## src/rtl/wbs_pkg.sv

```systemverilog
// rtl/wbs_pkg.sv - shared state enum and default sizing for the weight bit sequencer
package wbs_pkg;

  typedef enum logic [1:0] {
    ST_IDLE = 2'd0,
    ST_LOAD = 2'd1,
    ST_RUN  = 2'd2,
    ST_DONE = 2'd3
  } wbs_state_e;

  localparam int WBS_DATA_WIDTH  = 8;
  localparam int WBS_VEC_LENGTH  = 16;
  localparam int WBS_NUM_COLUMNS = WBS_DATA_WIDTH;

endpackage

```

## src/rtl/sign_mag_convert.sv

```systemverilog
// rtl/sign_mag_convert.sv - combinational two's-complement to sign/magnitude for one lane
module sign_mag_convert #(
  parameter int WIDTH = 8
) (
  input  logic [WIDTH-1:0] value,
  output logic             sign,
  output logic [WIDTH-1:0] magnitude
);

  // The most negative value maps onto itself, which reads as 2^(WIDTH-1) unsigned.
  always_comb begin
    sign      = value[WIDTH-1];
    magnitude = value[WIDTH-1] ? (~value + 1'b1) : value;
  end

endmodule

```

## src/rtl/weight_bit_sequencer.sv

```systemverilog
// rtl/weight_bit_sequencer.sv - streams sign/magnitude weight bit columns to a bit-serial MAC
// Optional feature: WBS_ZERO_SKIP_EN skips columns that are zero in every lane.
module weight_bit_sequencer
  import wbs_pkg::*;
#(
  parameter int DATA_WIDTH = WBS_DATA_WIDTH,
  parameter int VEC_LENGTH = WBS_VEC_LENGTH
) (
  input  logic                                  clk,
  input  logic                                  reset,
  input  logic                                  w_valid,
  output logic                                  w_ready,
  input  logic [VEC_LENGTH-1:0][DATA_WIDTH-1:0] w_in,
  input  logic                                  w_load,
  output logic [VEC_LENGTH-1:0]                 sign,
  output logic [VEC_LENGTH-1:0]                 w_bit,
  output logic [$clog2(DATA_WIDTH)-1:0]         column_idx,
  output logic                                  en,
  output logic                                  load_accum,
  output logic                                  vec_done
);

  localparam int CW = $clog2(DATA_WIDTH);

  logic [VEC_LENGTH-1:0][DATA_WIDTH-1:0] conv_mag;
  logic [VEC_LENGTH-1:0]                 conv_sign;

  for (genvar j = 0; j < VEC_LENGTH; j++) begin : g_lane
    sign_mag_convert #(.WIDTH(DATA_WIDTH)) u_conv (
      .value     (w_in[j]),
      .sign      (conv_sign[j]),
      .magnitude (conv_mag[j])
    );
  end

  wbs_state_e                            state_q, state_d;
  logic [CW-1:0]                         col_q, col_d;
  logic [VEC_LENGTH-1:0][DATA_WIDTH-1:0] mag_q, mag_d;
  logic [VEC_LENGTH-1:0]                 sign_q, sign_d;
  logic [VEC_LENGTH-1:0]                 w_bit_q, w_bit_d;
  logic [CW-1:0]                         column_idx_q, column_idx_d;
  logic                                  en_q, en_d;
  logic                                  load_accum_q, load_accum_d;
  logic                                  vec_done_q, vec_done_d;
  logic                                  w_ready_q, w_ready_d;

  logic [DATA_WIDTH-1:0] col_mask;
  logic                  search;
  logic                  found;
  logic [CW-1:0]         nxt;
  int                    lo;

  always_comb begin
    state_d      = state_q;
    col_d        = col_q;
    mag_d        = mag_q;
    sign_d       = sign_q;
    en_d         = 1'b0;
    load_accum_d = 1'b0;
    vec_done_d   = 1'b0;
    w_bit_d      = '0;
    column_idx_d = '0;
    search       = 1'b0;
    lo           = 0;

    case (state_q)
      ST_IDLE: begin
        if (w_valid) begin
          mag_d  = conv_mag;
          sign_d = conv_sign;
          if (w_load) begin
            state_d      = ST_LOAD;
            load_accum_d = 1'b1;
          end else begin
            search = 1'b1;
          end
        end
      end
      ST_LOAD: search = 1'b1;
      ST_RUN: begin
        search = 1'b1;
        lo     = int'(col_q) + 1;
      end
      ST_DONE: state_d = ST_IDLE;
      default: state_d = ST_IDLE;
    endcase

`ifdef WBS_ZERO_SKIP_EN
    col_mask = '0;
    for (int j = 0; j < VEC_LENGTH; j++) begin
      col_mask = col_mask | mag_d[j];
    end
`else
    col_mask = '1;
`endif

    // Lowest column at or above lo that still carries a set bit.
    found = 1'b0;
    nxt   = '0;
    for (int c = DATA_WIDTH - 1; c >= 0; c--) begin
      if (col_mask[c] && (c >= lo)) begin
        found = 1'b1;
        nxt   = CW'(c);
      end
    end

    if (search) begin
      if (found) begin
        state_d      = ST_RUN;
        col_d        = nxt;
        en_d         = 1'b1;
        column_idx_d = nxt;
        for (int j = 0; j < VEC_LENGTH; j++) begin
          w_bit_d[j] = mag_d[j][nxt];
        end
      end else if (state_q == ST_IDLE) begin
        // An empty vector taken straight into RUN still spends one idle RUN cycle.
        state_d = ST_RUN;
        col_d   = '0;
      end else begin
        state_d    = ST_DONE;
        vec_done_d = 1'b1;
      end
    end

    w_ready_d = (state_d == ST_IDLE);
  end

  always_ff @(posedge clk) begin
    if (!reset) begin
      state_q      <= ST_IDLE;
      col_q        <= '0;
      mag_q        <= '0;
      sign_q       <= '0;
      w_bit_q      <= '0;
      column_idx_q <= '0;
      en_q         <= 1'b0;
      load_accum_q <= 1'b0;
      vec_done_q   <= 1'b0;
      w_ready_q    <= 1'b1;
    end else begin
      state_q      <= state_d;
      col_q        <= col_d;
      mag_q        <= mag_d;
      sign_q       <= sign_d;
      w_bit_q      <= w_bit_d;
      column_idx_q <= column_idx_d;
      en_q         <= en_d;
      load_accum_q <= load_accum_d;
      vec_done_q   <= vec_done_d;
      w_ready_q    <= w_ready_d;
    end
  end

  assign w_ready    = w_ready_q;
  assign sign       = sign_q;
  assign w_bit      = w_bit_q;
  assign column_idx = column_idx_q;
  assign en         = en_q;
  assign load_accum = load_accum_q;
  assign vec_done   = vec_done_q;

endmodule

```

## config.mk

```make
export PLATFORM = sky130hd
export DESIGN_NAME = weight_bit_sequencer
export DESIGN_NICKNAME = d
export VERILOG_FILES = /design/src/rtl/wbs_pkg.sv /design/src/rtl/sign_mag_convert.sv /design/src/rtl/weight_bit_sequencer.sv
export SDC_FILE = /design/constraint.sdc
export NUM_CORES = 1
export LEC_CHECK = 0
export BUFFER_PORTS_ARGS = -buffer_cell sky130_fd_sc_hd__buf_2
export CAP_MARGIN = 20
export CORE_ASPECT_RATIO = 0.7
export CORE_UTILIZATION = 61
export CTS_CLUSTER_DIAMETER = 120
export DETAILED_ROUTE_END_ITERATION = 7
export GPL_TIMING_DRIVEN = 0
export PLACE_DENSITY = 0.94
export SKIP_LAST_GASP = 1
export SLEW_MARGIN = 20
export SYNTH_ARGS = -nofsm -noshare
export SYNTH_HDL_FRONTEND = slang
export SYNTH_SLANG_ARGS = --single-unit
```

## constraint.sdc

```tcl
create_clock -name clk -period 5.3 [get_ports clk]
set_clock_uncertainty 0.2 [all_clocks]
set_input_delay 1.06 -clock clk [delete_from_list [all_inputs] [get_ports clk]]
set_output_delay 1.06 -clock clk [all_outputs]
set_load 0.005 [all_outputs]
```

======== After elaboration in Yosys (flattened, before gate mapping) ========
Cells that the tools add are included.
word-level totals
  flip-flop bits (word level) ............. 172
  bits in latches ......................... 0
  memory bits (writable) .................. 0
  bits in read-only memories .............. 0
  input port bits ......................... 132
  output and inout bits ................... 39
  word-level logic and storage cells ...... 163
  memories ................................ 0
operators by class
  add/sub/neg operators ................... 17
  $mul .................................... 0
  div/mod/pow operators ................... 0
  order comparisons ....................... 9
  equal/unequal tests ..................... 3
  shift operators ......................... 0
  muxes and demuxes ....................... 81
  bitwise gates (word level) .............. 18
  reductions and logical operators ........ 10
operator list
  kind                                                                           number
  128-bit two-way mux                                                            2
  8-bit by 1-bit adder with 8-bit output (second input constant)                 16
  4-bit by 32-bit >= comparator with 1-bit output (first input constant)         4
  8-bit two-way mux                                                              16
  8-bit NOT                                                                      16
  3-bit by 32-bit >= comparator with 1-bit output (first input constant)         2
  1-bit binary-select mux with 3-bit select                                      16
  1-bit by 32-bit >= comparator with 1-bit output (first input constant)         1
  2-bit by 32-bit >= comparator with 1-bit output (first input constant)         1
  1-bit two-way mux                                                              31
  3-bit two-way mux                                                              10
  2-bit two-way mux                                                              3
  2-bit AND reduction                                                            3
  3-bit AND reduction                                                            2
  3-bit by 1-bit adder with 4-bit output (second input constant)                 1
  2-bit equality test (second input constant)                                    2
  2-bit zero test                                                                2
  3-bit by 4-bit less-than comparator with 1-bit output (second input constant)  1
  4-bit two-way mux                                                              1
  2-bit case mux with 2 select lines                                             1
  3-bit OR reduction                                                             1
  2-bit by 1-bit equality test with 1-bit output (second input constant)         1
  1-bit NOT                                                                      2
  1-bit case mux with 2 select lines                                             1
  2 further kinds                                                                2

======== Depth between registers and ports, before layout ========
Gate-level depths: netlist of run 1.
  depth in word-level cells ............... 14
  mapped depth ............................ 10
  mapped depth without buffers ............ 8

======== Modules after synthesis ========
A second synthesis of run 1 with hierarchy kept.
unflattened totals
  cells, all modules ...................... 1,077
  area, all modules ....................... 9,749.4 um^2
by module, submodules not included
  module                times used  cells each  area an instance (um^2)  seq. area each (um^2)
  weight_bit_sequencer  1           725         7,287.0                  3,443.3
  sign_mag_convert      16          22          153.9                    0.0

======== Least setup slack after synthesis of run 1 ========
OpenSTA, ideal clock, no wires.
  path kind ............................... input-to-reg
  from .................................... input w_in[33] (netlist name)
  to ...................................... register w_bit_q[4] (netlist: w_bit[4])
  library setup time ...................... 124 ps
  arrival ................................. 2,438 ps
  data required time ...................... 4,976 ps
  setup slack ............................. 2,538 ps
  stages on the path ...................... 8
  path buffers ............................ 0
  cell sequence ........................... inv_1 -> ha_1 -> or3b_2 -> o31ai_1 -> xor2_1 -> o211ai_1 -> a21oi_1 -> o22ai_1
between the ends
  cells in the longest elaborated chain, start to end .. 7
ends and longest elaborated chain
  what                                           line                         source
  from (decl)                                    weight_bit_sequencer.sv:13   input logic [VEC_LENGTH-1:0][DATA_WIDTH-1:0] w_in,
  8-bit NOT                                      sign_mag_convert.sv:13       magnitude = value[WIDTH-1] ? (~value + 1'b1) : value;
  8-bit by 1-bit adder with 8-bit output         sign_mag_convert.sv:13
  8-bit two-way mux (*)                          sign_mag_convert.sv:13
  128-bit two-way mux (*)                        weight_bit_sequencer.sv:68   if (w_valid) begin
  128-bit two-way mux (*)                        weight_bit_sequencer.sv:66   case (state_q)
  1-bit binary-select mux with 3-bit select (*)  weight_bit_sequencer.sv:114  w_bit_d[j] = mag_d[j][nxt];
  1-bit two-way mux (not written as such) (*)    weight_bit_sequencer.sv:114
  to (signal assigned)                           weight_bit_sequencer.sv:146  w_bit_q <= w_bit_d;
  to (decl)                                      weight_bit_sequencer.sv:40   logic [VEC_LENGTH-1:0] w_bit_q, w_bit_d;
Every way passes the cells marked *; elsewhere a longest branch is shown, timed or not. The select of a mux whose other input is x is not followed.
A chain may end at the register's enable or synchronous reset.

======== Worst setup path in the final report of run 1 ========
  from .................................... register state_q[0]
  to ...................................... register w_bit_q[3] (netlist: w_bit[3])
between the ends
  cells in the longest elaborated chain, start to end .. 13
  elaborated cells between the ends (all ways) .. 34
  classes of those cells .................. order compare: 8; eq/ne: 2; mux: 21; reduce/logical: 3
ends and longest elaborated chain
  what                                             line                         source
  from (decl)                                      weight_bit_sequencer.sv:36   wbs_state_e state_q, state_d;
  from (signal assigned)                           weight_bit_sequencer.sv:142  state_q <= state_d;
  2-bit equality test                              weight_bit_sequencer.sv:66
  4-bit two-way mux                                weight_bit_sequencer.sv:66
  4-bit by 32-bit >= comparator with 1-bit output  weight_bit_sequencer.sv:101  if (col_mask[c] && (c >= lo)) begin
  3-bit two-way mux (8 in a row)                   weight_bit_sequencer.sv:101
  1-bit binary-select mux with 3-bit select        weight_bit_sequencer.sv:114
  1-bit two-way mux (not written as such)          weight_bit_sequencer.sv:114
Several ways; a longest one is shown, not always the timed one. The select of a mux whose other input is x is not followed.

==> summary.md, run 1 <==
| Metric | Value |
|---|---|
| Crit path top cell by count | clkbuf_1 |
| Starting Density | 0.635 |
| Root buffer cell | clkbuf_16 |
| Per-cell routed wire length | between 20 and 25 µm |
| Die Ht | ~110 µm |
| Period utilization | 0.656 |
| Min Tclk post-route | ~3.5 ns |
| Clk slew on worst S/H paths | 0.07 ns |
| Setup_tns | 0 ns |
| Maximum vdd drop | between 0.2 and 0.3 mV |
| Worst Tran Pin Value | slightly below 1 ns |
| Unique cell type count in the Yosys netlist | 61 |
| Top layer in use | met4 |
| Post-CTS Setup Repair Bufs | 0 |
| Largest net degree at the start of global routing | 17 |
| Leakage | 4.63 nW |
| Commonest non-fill, non-tap cells in the layout | 185 x buf_2, 172 x dfxtp_1, 159 x nor2_1, 141 x nand2_1, 85 x o21ai_0 |
| Commonest non-fill, non-tap cell in the layout | buf_2 |
| Post-synth EDFFs | 0 |
| Crit path depth | 9 |
| Area growth, synth to finish | 17.5% |
| Hpwl dp | roughly 22000 µm |
| CP delay by family, top | buffers and inverters |
| Top-level I/O count | ~170 |
| Metal-1 WL | roughly 12000 µm |
| Layout cell share with drive strength beyond 1 | 0.185 |
| Slew Limit Fails | 0 |
| Buf/Inv on CP | 4 |
| Syn avg cell area | about 8 µm² |
| Worst-path maximum fanout | 10 |
| Grt total ovfl | 0 |
| Placed Cells | 1533 |
| CTS tree | yes |
| Vias | around 10000 |
| Critical path's slowest cell | clkbuf_1 |
| H-tree depth | 4 |
| First-pass detailed-route iteration total | 7 |
| CTS Sinks | between 150 and 200 |
| Total track usage | 0.410 |
| Setup crit start | state_q[0]$_SDFF_PN0_ |
| Met2 Routed Length | 13200 µm |
| Crit Path Class | flip-flop to flip-flop |
| Hold Violations, Final | 0 |
| Number of hold-repair buffers added at the cts stage | 0 |
| Yosys reg bits | approximately 170 |
| Synthesized area | between 0.009 and 0.01 mm² |
| Syn Inst Count | between 1000 and 1500 |
| CTS max path bufs | 2 |
| DRC viols | 0 |
| Total of max-cap violations | 0 |
| Post-synthesis sequential area ratio | 0.364 |
| Critical path capture point type | flip-flop |
| R2r setup slk | 1.82 ns |
| Core area | 0.0149 mm² |
| RSZ-0062 raised after global routing | no |
| CP arrival | about 3.6 ns |
| Nets | 1510 |
| Reg2Reg Depth | 9 |
| Clk Latency, worst-skew pair | 0.44 ns |
| CP max stage delay | around 0.70 ns |
| Crit-path cells | inv_1 > ha_1 > nand2_1 > buf_6 > clkbuf_1 > clkbuf_1 > o21ai_0 > o221ai_1 > o22ai_1 |
| Die area | between 0.015 and 0.02 mm² |
| Row Count | 37 |
| Met3 wire len | roughly 5300 µm |
| Hold Path Class | flip-flop to flip-flop |
| Initial antenna violation count | 2 |
| Status | finished clean |
| Die Width | 151 µm |
| Detailed Route WL | ~32000 µm |
| Routability cong. | slightly below 1 |
| Initial DRC count | around 1700 |
| CP required | roughly 5.4 ns |
| CP Capture Point | w_bit[3]$_SDFF_PN0_ |
| # resized after CTS | 0 |
| Via-to-Cell Ratio | between 6 and 7 |
| Ys Warns | 0 |
| Reg-to-reg startpoint | state_q[0]$_SDFF_PN0_ |
| Num CTS Buffers | 17 |
| Fmax | 287 MHz |
| Startpoint types | flip-flop |
| Syn Nets | ~1300 |
| Post-route ant nets | 0 |
| Filler Cells Inserted | 1008 |
| Port buffer count | 164 |
| First-pass GRT wire length | roughly 50000 µm |
| R2R Path End | w_bit[3]$_SDFF_PN0_ |
| Vias in the first global route | 9597 |
| Slew headroom | 0.342 |
| Pwr dens | approximately 440 mW/mm² |
| Layout Cells excl Fill | between 1500 and 2000 |
| WHS Path Cells | 2 |
| Post-synth top flop | dfxtp_1 |
| FFs w/ async S/R, synth | 0 |
| Tot Pwr | 0.00486 W |
| Setup Viol. Count Final | 0 |
[metal layers]
| layer | vias to the layer above | global-route usage |
|---|---|---|
| met4 | 0 | 0.223 |
| li1 | 4450 | - |
| met1 | 4544 | 0.524 |
| met5 | - | 0 |
| met2 | 890 | 0.595 |
| met3 | 215 | 0.154 |
[cell type report]
type                    instances  area [µm²]  share of cell area
clock buffers                  19         453              0.0407
diodes                          3        7.51            0.000675
repair buffers                164         821              0.0738
multi-input cells             886        5520               0.496
inverters                      44         165              0.0148
well taps                     195         244              0.0219
plain buffers                  72         345              0.0310
flip-flops and latches        172        3440               0.309
clock inverters                13         130              0.0117
[kinds of logic (layout without fill, tap and decap cells)]
logic type                 after synthesis  count (layout)  share of synthesized area
and+or+nand+nor                        459             459                      0.226
AOI/OAI and AO/OA                      280             280                      0.188
DFF                                    172             172                      0.364
buffers and inverters                  116             312                     0.0539
xor gates and xnor gates                80              80                     0.0740
muxes                                   46              46                     0.0671
adders and majority gates               21              21                     0.0277
other                                    0               3                          0
[worst min-delay path by stage]
stage	endpoint	startpoint	slack, ns
4_1_cts	mag_q[56]$_SDFF_PN0_	mag_q[56]$_SDFF_PN0_	0.26
3_3_place_gp	sign[2]$_SDFFE_PN0P_	sign[2]$_SDFFE_PN0P_	0.24
3_5_place_dp	sign[9]$_SDFFE_PN0P_	sign[9]$_SDFFE_PN0P_	0.25
5_1_grt	mag_q[8]$_SDFF_PN0_	mag_q[8]$_SDFF_PN0_	0.27
2_1_floorplan	mag_q[104]$_SDFF_PN0_	mag_q[104]$_SDFF_PN0_	0.23
6_report	sign[12]$_SDFFE_PN0P_	sign[12]$_SDFFE_PN0P_	0.26
[cells in the mapped netlist, types with 7 or more instances]
library cell	instances	area, µm²
ha_1	21	263
mux2i_1	32	320
nor4b_1	7	61.3
or3_1	7	43.8
nor2_1	159	597
o221ai_1	7	61.3
or4_1	7	52.6
nor3_1	41	205
and2_1	37	231
a22oi_1	9	67.6
mux4_2	14	315
inv_1	43	161
o31ai_1	26	195
a21boi_0	13	97.6
a21oi_1	63	315
o211ai_1	14	105
buf_2	21	105
a211oi_1	28	210
clkbuf_1	37	139
xor2_1	34	298
o21ai_0	85	425
xnor2_1	46	403
dfxtp_1	172	3440
nand2_1	141	529
nand2b_1	23	144
[worst reg2reg max path, delay by kind of cell, from the launching register on]
family / cells / cell delay [ns]
adder cells (fa/ha/maj): 1 / 0.27
buffers and inverters: 4 / 1.62
AND/OR/NAND/NOR: 1 / 0.21
flip-flops: 1 / 0.39
AO/OA/AOI/OAI: 3 / 0.66
[sequential cells by signal (all words and copies together), names as in the netlist]
| register | count |
|---|---|
| vec_done | 1 |
| sign | 16 |
| w_ready | 1 |
| w_bit | 16 |
| en | 1 |
| column_idx | 3 |
| col_q | 3 |
| state_q | 2 |
| mag_q | 128 |
| load_accum | 1 |
[power by group]
part | switching (W) | total (W) | internal [W] | leakage [nW]
Combinational | 0.00129 | 0.00194 | 0.000647 | 2.95
Clock | 0.000576 | 0.00126 | 0.000682 | 0.279
Sequential | 0.000108 | 0.00166 | 0.00156 | 1.41
[stage by stage]
step	hold WS, ns	cell area (µm²)	util	worst slack [ns]
2_1_floorplan	0.233	9470	-	2.54
3_3_place_gp	0.240	10500	0.707	1.64
3_5_place_dp	0.248	10500	0.707	1.65
4_1_cts	0.257	11100	0.746	2.04
5_1_grt	0.268	11100	0.746	1.79
6_report	0.256	11100	0.746	1.82
Note: power is estimated with default switching activity, not from simulation.
==> inputs of run 2 (changes only) <==
CORE_UTILIZATION = 57   (was 61)
PLACE_DENSITY = 0.89   (was 0.94)
clock period = 3.5 ns   (was 5.3 ns; I/O delays follow)
==> run 2 against run 1 <==
Effect of this change:
- the run now ends with negative setup slack left
- maximum frequency is 1.6% lower
- critical path depth unchanged
- clock power grew 71%
- global-route usage down 3.6 points
- combinational power increased by 49%
- routed wire length shrank 1.2%
- final cell count grew 1.7%
- register-to-register slack worse by 1.9 ns
- sequential share of layout area is 0.31 points lower
- first-iteration DRC count fell by 10%
- setup slack worse by 1.9 ns
- critical endpoint is now w_bit[0]$_SDFF_PN0_
- largest cell class unchanged
- largest power group unchanged
- highest routed layer unchanged
==> summary.md, run 2 (synthesis results as in run 1) <==
| Metric | Value |
|---|---|
| Status | complete, but fails checks (was finished clean) |
| Violated checks | negative setup slack |
| Hold Violations, Final | 0 (unchanged) |
| Port buffer count | 164 (unchanged) |
| Via-to-Cell Ratio | 6.29 (was 6.44) |
| Fin Hold WS | 0.254 ns (was 0.256 ns) |
| Crit-path cells | inv_1 > ha_1 > nand2_1 > buf_6 > clkbuf_1 > clkbuf_1 > o21ai_0 > a31oi_1 > o21a_1 (was inv_1 > ha_1 > nand2_1 > buf_6 > clkbuf_1 > clkbuf_1 > o21ai_0 > o221ai_1 > o22ai_1) |
| Layout cell share with drive strength beyond 1 | 0.185 (about the same) |
| Die Width | 156 µm (was 151 µm) |
| Root buffer cell | clkbuf_16 (unchanged) |
| Slew headroom | 0.369 (was 0.342) |
| Clk Latency, worst-skew pair | 0.45 ns (was 0.44 ns) |
| Reg2Reg Depth | 9 (unchanged) |
| Placed Cells | 1563 (was 1533) |
| Starting Density | 0.581 (was 0.635) |
| Buf/Inv on CP | 4 (unchanged) |
| CP arrival | 3.72 ns (was 3.59 ns) |
| Largest register by flop count | mag_q (unchanged) |
| Max reg flops | 128 (unchanged) |
| R2R Path End | w_bit[0]$_SDFF_PN0_ (was w_bit[3]$_SDFF_PN0_) |
| Critical path capture point type | flip-flop (unchanged) |
| # resized after CTS | 0 (unchanged) |
| Crit path top cell by count | clkbuf_1 (unchanged) |
| Commonest non-fill, non-tap cells in the layout | 185 x buf_2, 172 x dfxtp_1, 159 x nor2_1, 141 x nand2_1, 85 x o21ai_0 (unchanged) |
| Critical path's slowest cell | clkbuf_1 (unchanged) |
| Filler Cells Inserted | 1291 (was 1008) |
| H-tree depth | 4 (unchanged) |
| Grt total ovfl | 0 (unchanged) |
| Layout Cells excl Fill | 1595 (was 1568) |
| CP Capture Point | w_bit[0]$_SDFF_PN0_ (was w_bit[3]$_SDFF_PN0_) |
| Area growth, synth to finish | 18.7% (was 17.5%) |
| First-pass GRT wire length | 47700 µm (was 49400 µm) |
| Post-CTS Setup Repair Bufs | 0 (unchanged) |
| First-pass detailed-route iteration total | 7 (unchanged) |
| Fmax | 283 MHz (was 287 MHz) |
| DRC viols | 0 (unchanged) |
| Commonest non-fill, non-tap cell in the layout | buf_2 (unchanged) |
| Die Ht | 110 µm (was 106 µm) |
| Detailed Route WL | 31900 µm (was 32300 µm) |
| Per-cell routed wire length | 20.0 µm (was 20.6 µm) |
| CTS tree | yes (unchanged) |
| Period utilization | 1.01 (was 0.656) |
| Row Count | 39 (was 37) |
| CP max stage delay | 0.71 ns (was 0.70 ns) |
| Vias | 10000 (was 10100) |
| Setup Viol. Count Final | 1 (was 0) |
| Crit Path Class | flip-flop to flip-flop (unchanged) |
| Die area | 0.0171 mm² (was 0.0160 mm²) |
| Number of hold-repair buffers added at the cts stage | 0 (unchanged) |
| Post-route ant nets | 0 (unchanged) |
| Pwr dens | 674 mW/mm² (was 437 mW/mm²) |
| Setup crit start | state_q[0]$_SDFF_PN0_ (unchanged) |
| Reg-to-reg startpoint | state_q[0]$_SDFF_PN0_ (unchanged) |
| Nets | 1510 (unchanged) |
| Num CTS Buffers | 17 (unchanged) |
| Worst-path maximum fanout | 10 (unchanged) |
| Maximum vdd drop | 0.364 mV (was 0.280 mV) |
| CP delay by family, top | buffers and inverters (unchanged) |
| Top-level I/O count | 171 (unchanged) |
| Startpoint types | flip-flop (unchanged) |
| CP required | 3.68 ns (was 5.41 ns) |
| Core area | 0.0163 mm² (was 0.0149 mm²) |
| Initial antenna violation count | 2 (unchanged) |
| Hold Path Class | flip-flop to flip-flop (unchanged) |
| Total track usage | 0.374 (was 0.410) |
| Setup ws final | -0.0361 ns (was 1.82 ns) |
| Leakage | 4.67 nW (was 4.63 nW) |
| Slew Limit Fails | 0 (unchanged) |
| Total of max-cap violations | 0 (unchanged) |
| Hpwl dp | 22100 µm (was 22300 µm) |
| Largest net degree at the start of global routing | 17 (unchanged) |
| RSZ-0062 raised after global routing | no (unchanged) |
| CTS max path bufs | 2 (unchanged) |
| Routability cong. | 0.983 (was 0.986) |
| Worst Tran Pin Value | 0.946 ns (was 0.988 ns) |
| Initial DRC count | 1511 (was 1679) |
| R2r setup slk | -0.04 ns (was 1.82 ns) |
| Vias in the first global route | 8791 (was 9597) |
| CTS Sinks | 172 (unchanged) |
| Clk slew on worst S/H paths | 0.06 ns (was 0.07 ns) |
| Min Tclk post-route | 3.54 ns (was 3.48 ns) |
| Crit path depth | 9 (unchanged) |
run 2: changes by cell type in the layout (fill, tap and decap cells not counted):
cell	before	now
bufinv_16	1	5
diode_2	3	1
clkinv_4	3	2
clkinv_2	1	0
inv_6	4	1
run 2: cell type report:
class	instances	area, µm²	area share
Antenna cell	1	2.50	0.000223
Buffer	72	345	0.0307
Clock buffer	19	453	0.0403
Clock inverter	12	210	0.0187
Inverter	44	165	0.0147
Multi-Input combinational cell	886	5520	0.491
Sequential cell	172	3440	0.306
Tap cell	225	282	0.0251
Timing Repair Buffer	164	821	0.0730
run 2: worst min path at each step:
stage / from / to / cells after the start
6_report: sign[13]$_SDFFE_PN0P_ / sign[13]$_SDFFE_PN0P_ / 2
5_1_grt: sign[6]$_SDFFE_PN0P_ / sign[6]$_SDFFE_PN0P_ / 2
4_1_cts: sign[6]$_SDFFE_PN0P_ / sign[6]$_SDFFE_PN0P_ / 2
3_5_place_dp: sign[6]$_SDFFE_PN0P_ / sign[6]$_SDFFE_PN0P_ / 2
3_3_place_gp: mag_q[96]$_SDFF_PN0_ / mag_q[96]$_SDFF_PN0_ / 2
2_1_floorplan: mag_q[104]$_SDFF_PN0_ / mag_q[104]$_SDFF_PN0_ / 2
run 2: power breakdown:
part           internal, W  switching (W)  leakage (nW)  total (W)
logic             0.000980        0.00192          2.95    0.00290
clock network      0.00131       0.000846         0.314    0.00216
registers          0.00236       0.000163          1.41    0.00252
total              0.00465        0.00293          4.67    0.00757
run 2: metrics by stage:
step	total power [W]	area [µm²]	util	setup WS [ns]	TNS, ns
3_5_place_dp	0.00526	10600	0.649	0.203	0
3_3_place_gp	0.00517	10600	0.649	0.207	0
6_report	0.00757	11200	0.690	-0.0361	-0.0361
5_1_grt	0.00783	11200	0.689	0.00215	0
2_1_floorplan	0.00428	9470	-	1.10	0
4_1_cts	0.00741	11200	0.689	0.246	0
run 2: layer usage:
layer,wire length [µm],global-route usage,vias up,part of all wire
li1,-,-,4439,-
met1,12300,0.500,4560,0.38
met2,13200,0.545,868,0.41
met3,4850,0.116,169,0.15
met4,1570,0.186,0,0.049
met5,0,0.0179,-,0
run 2: tightest hold or removal path, delay by kind of cell, from the launching register on:
kind | cells | cell delay, ns
simple gates | 1 | 0.05
flops | 1 | 0.30
compound gates | 1 | 0.05
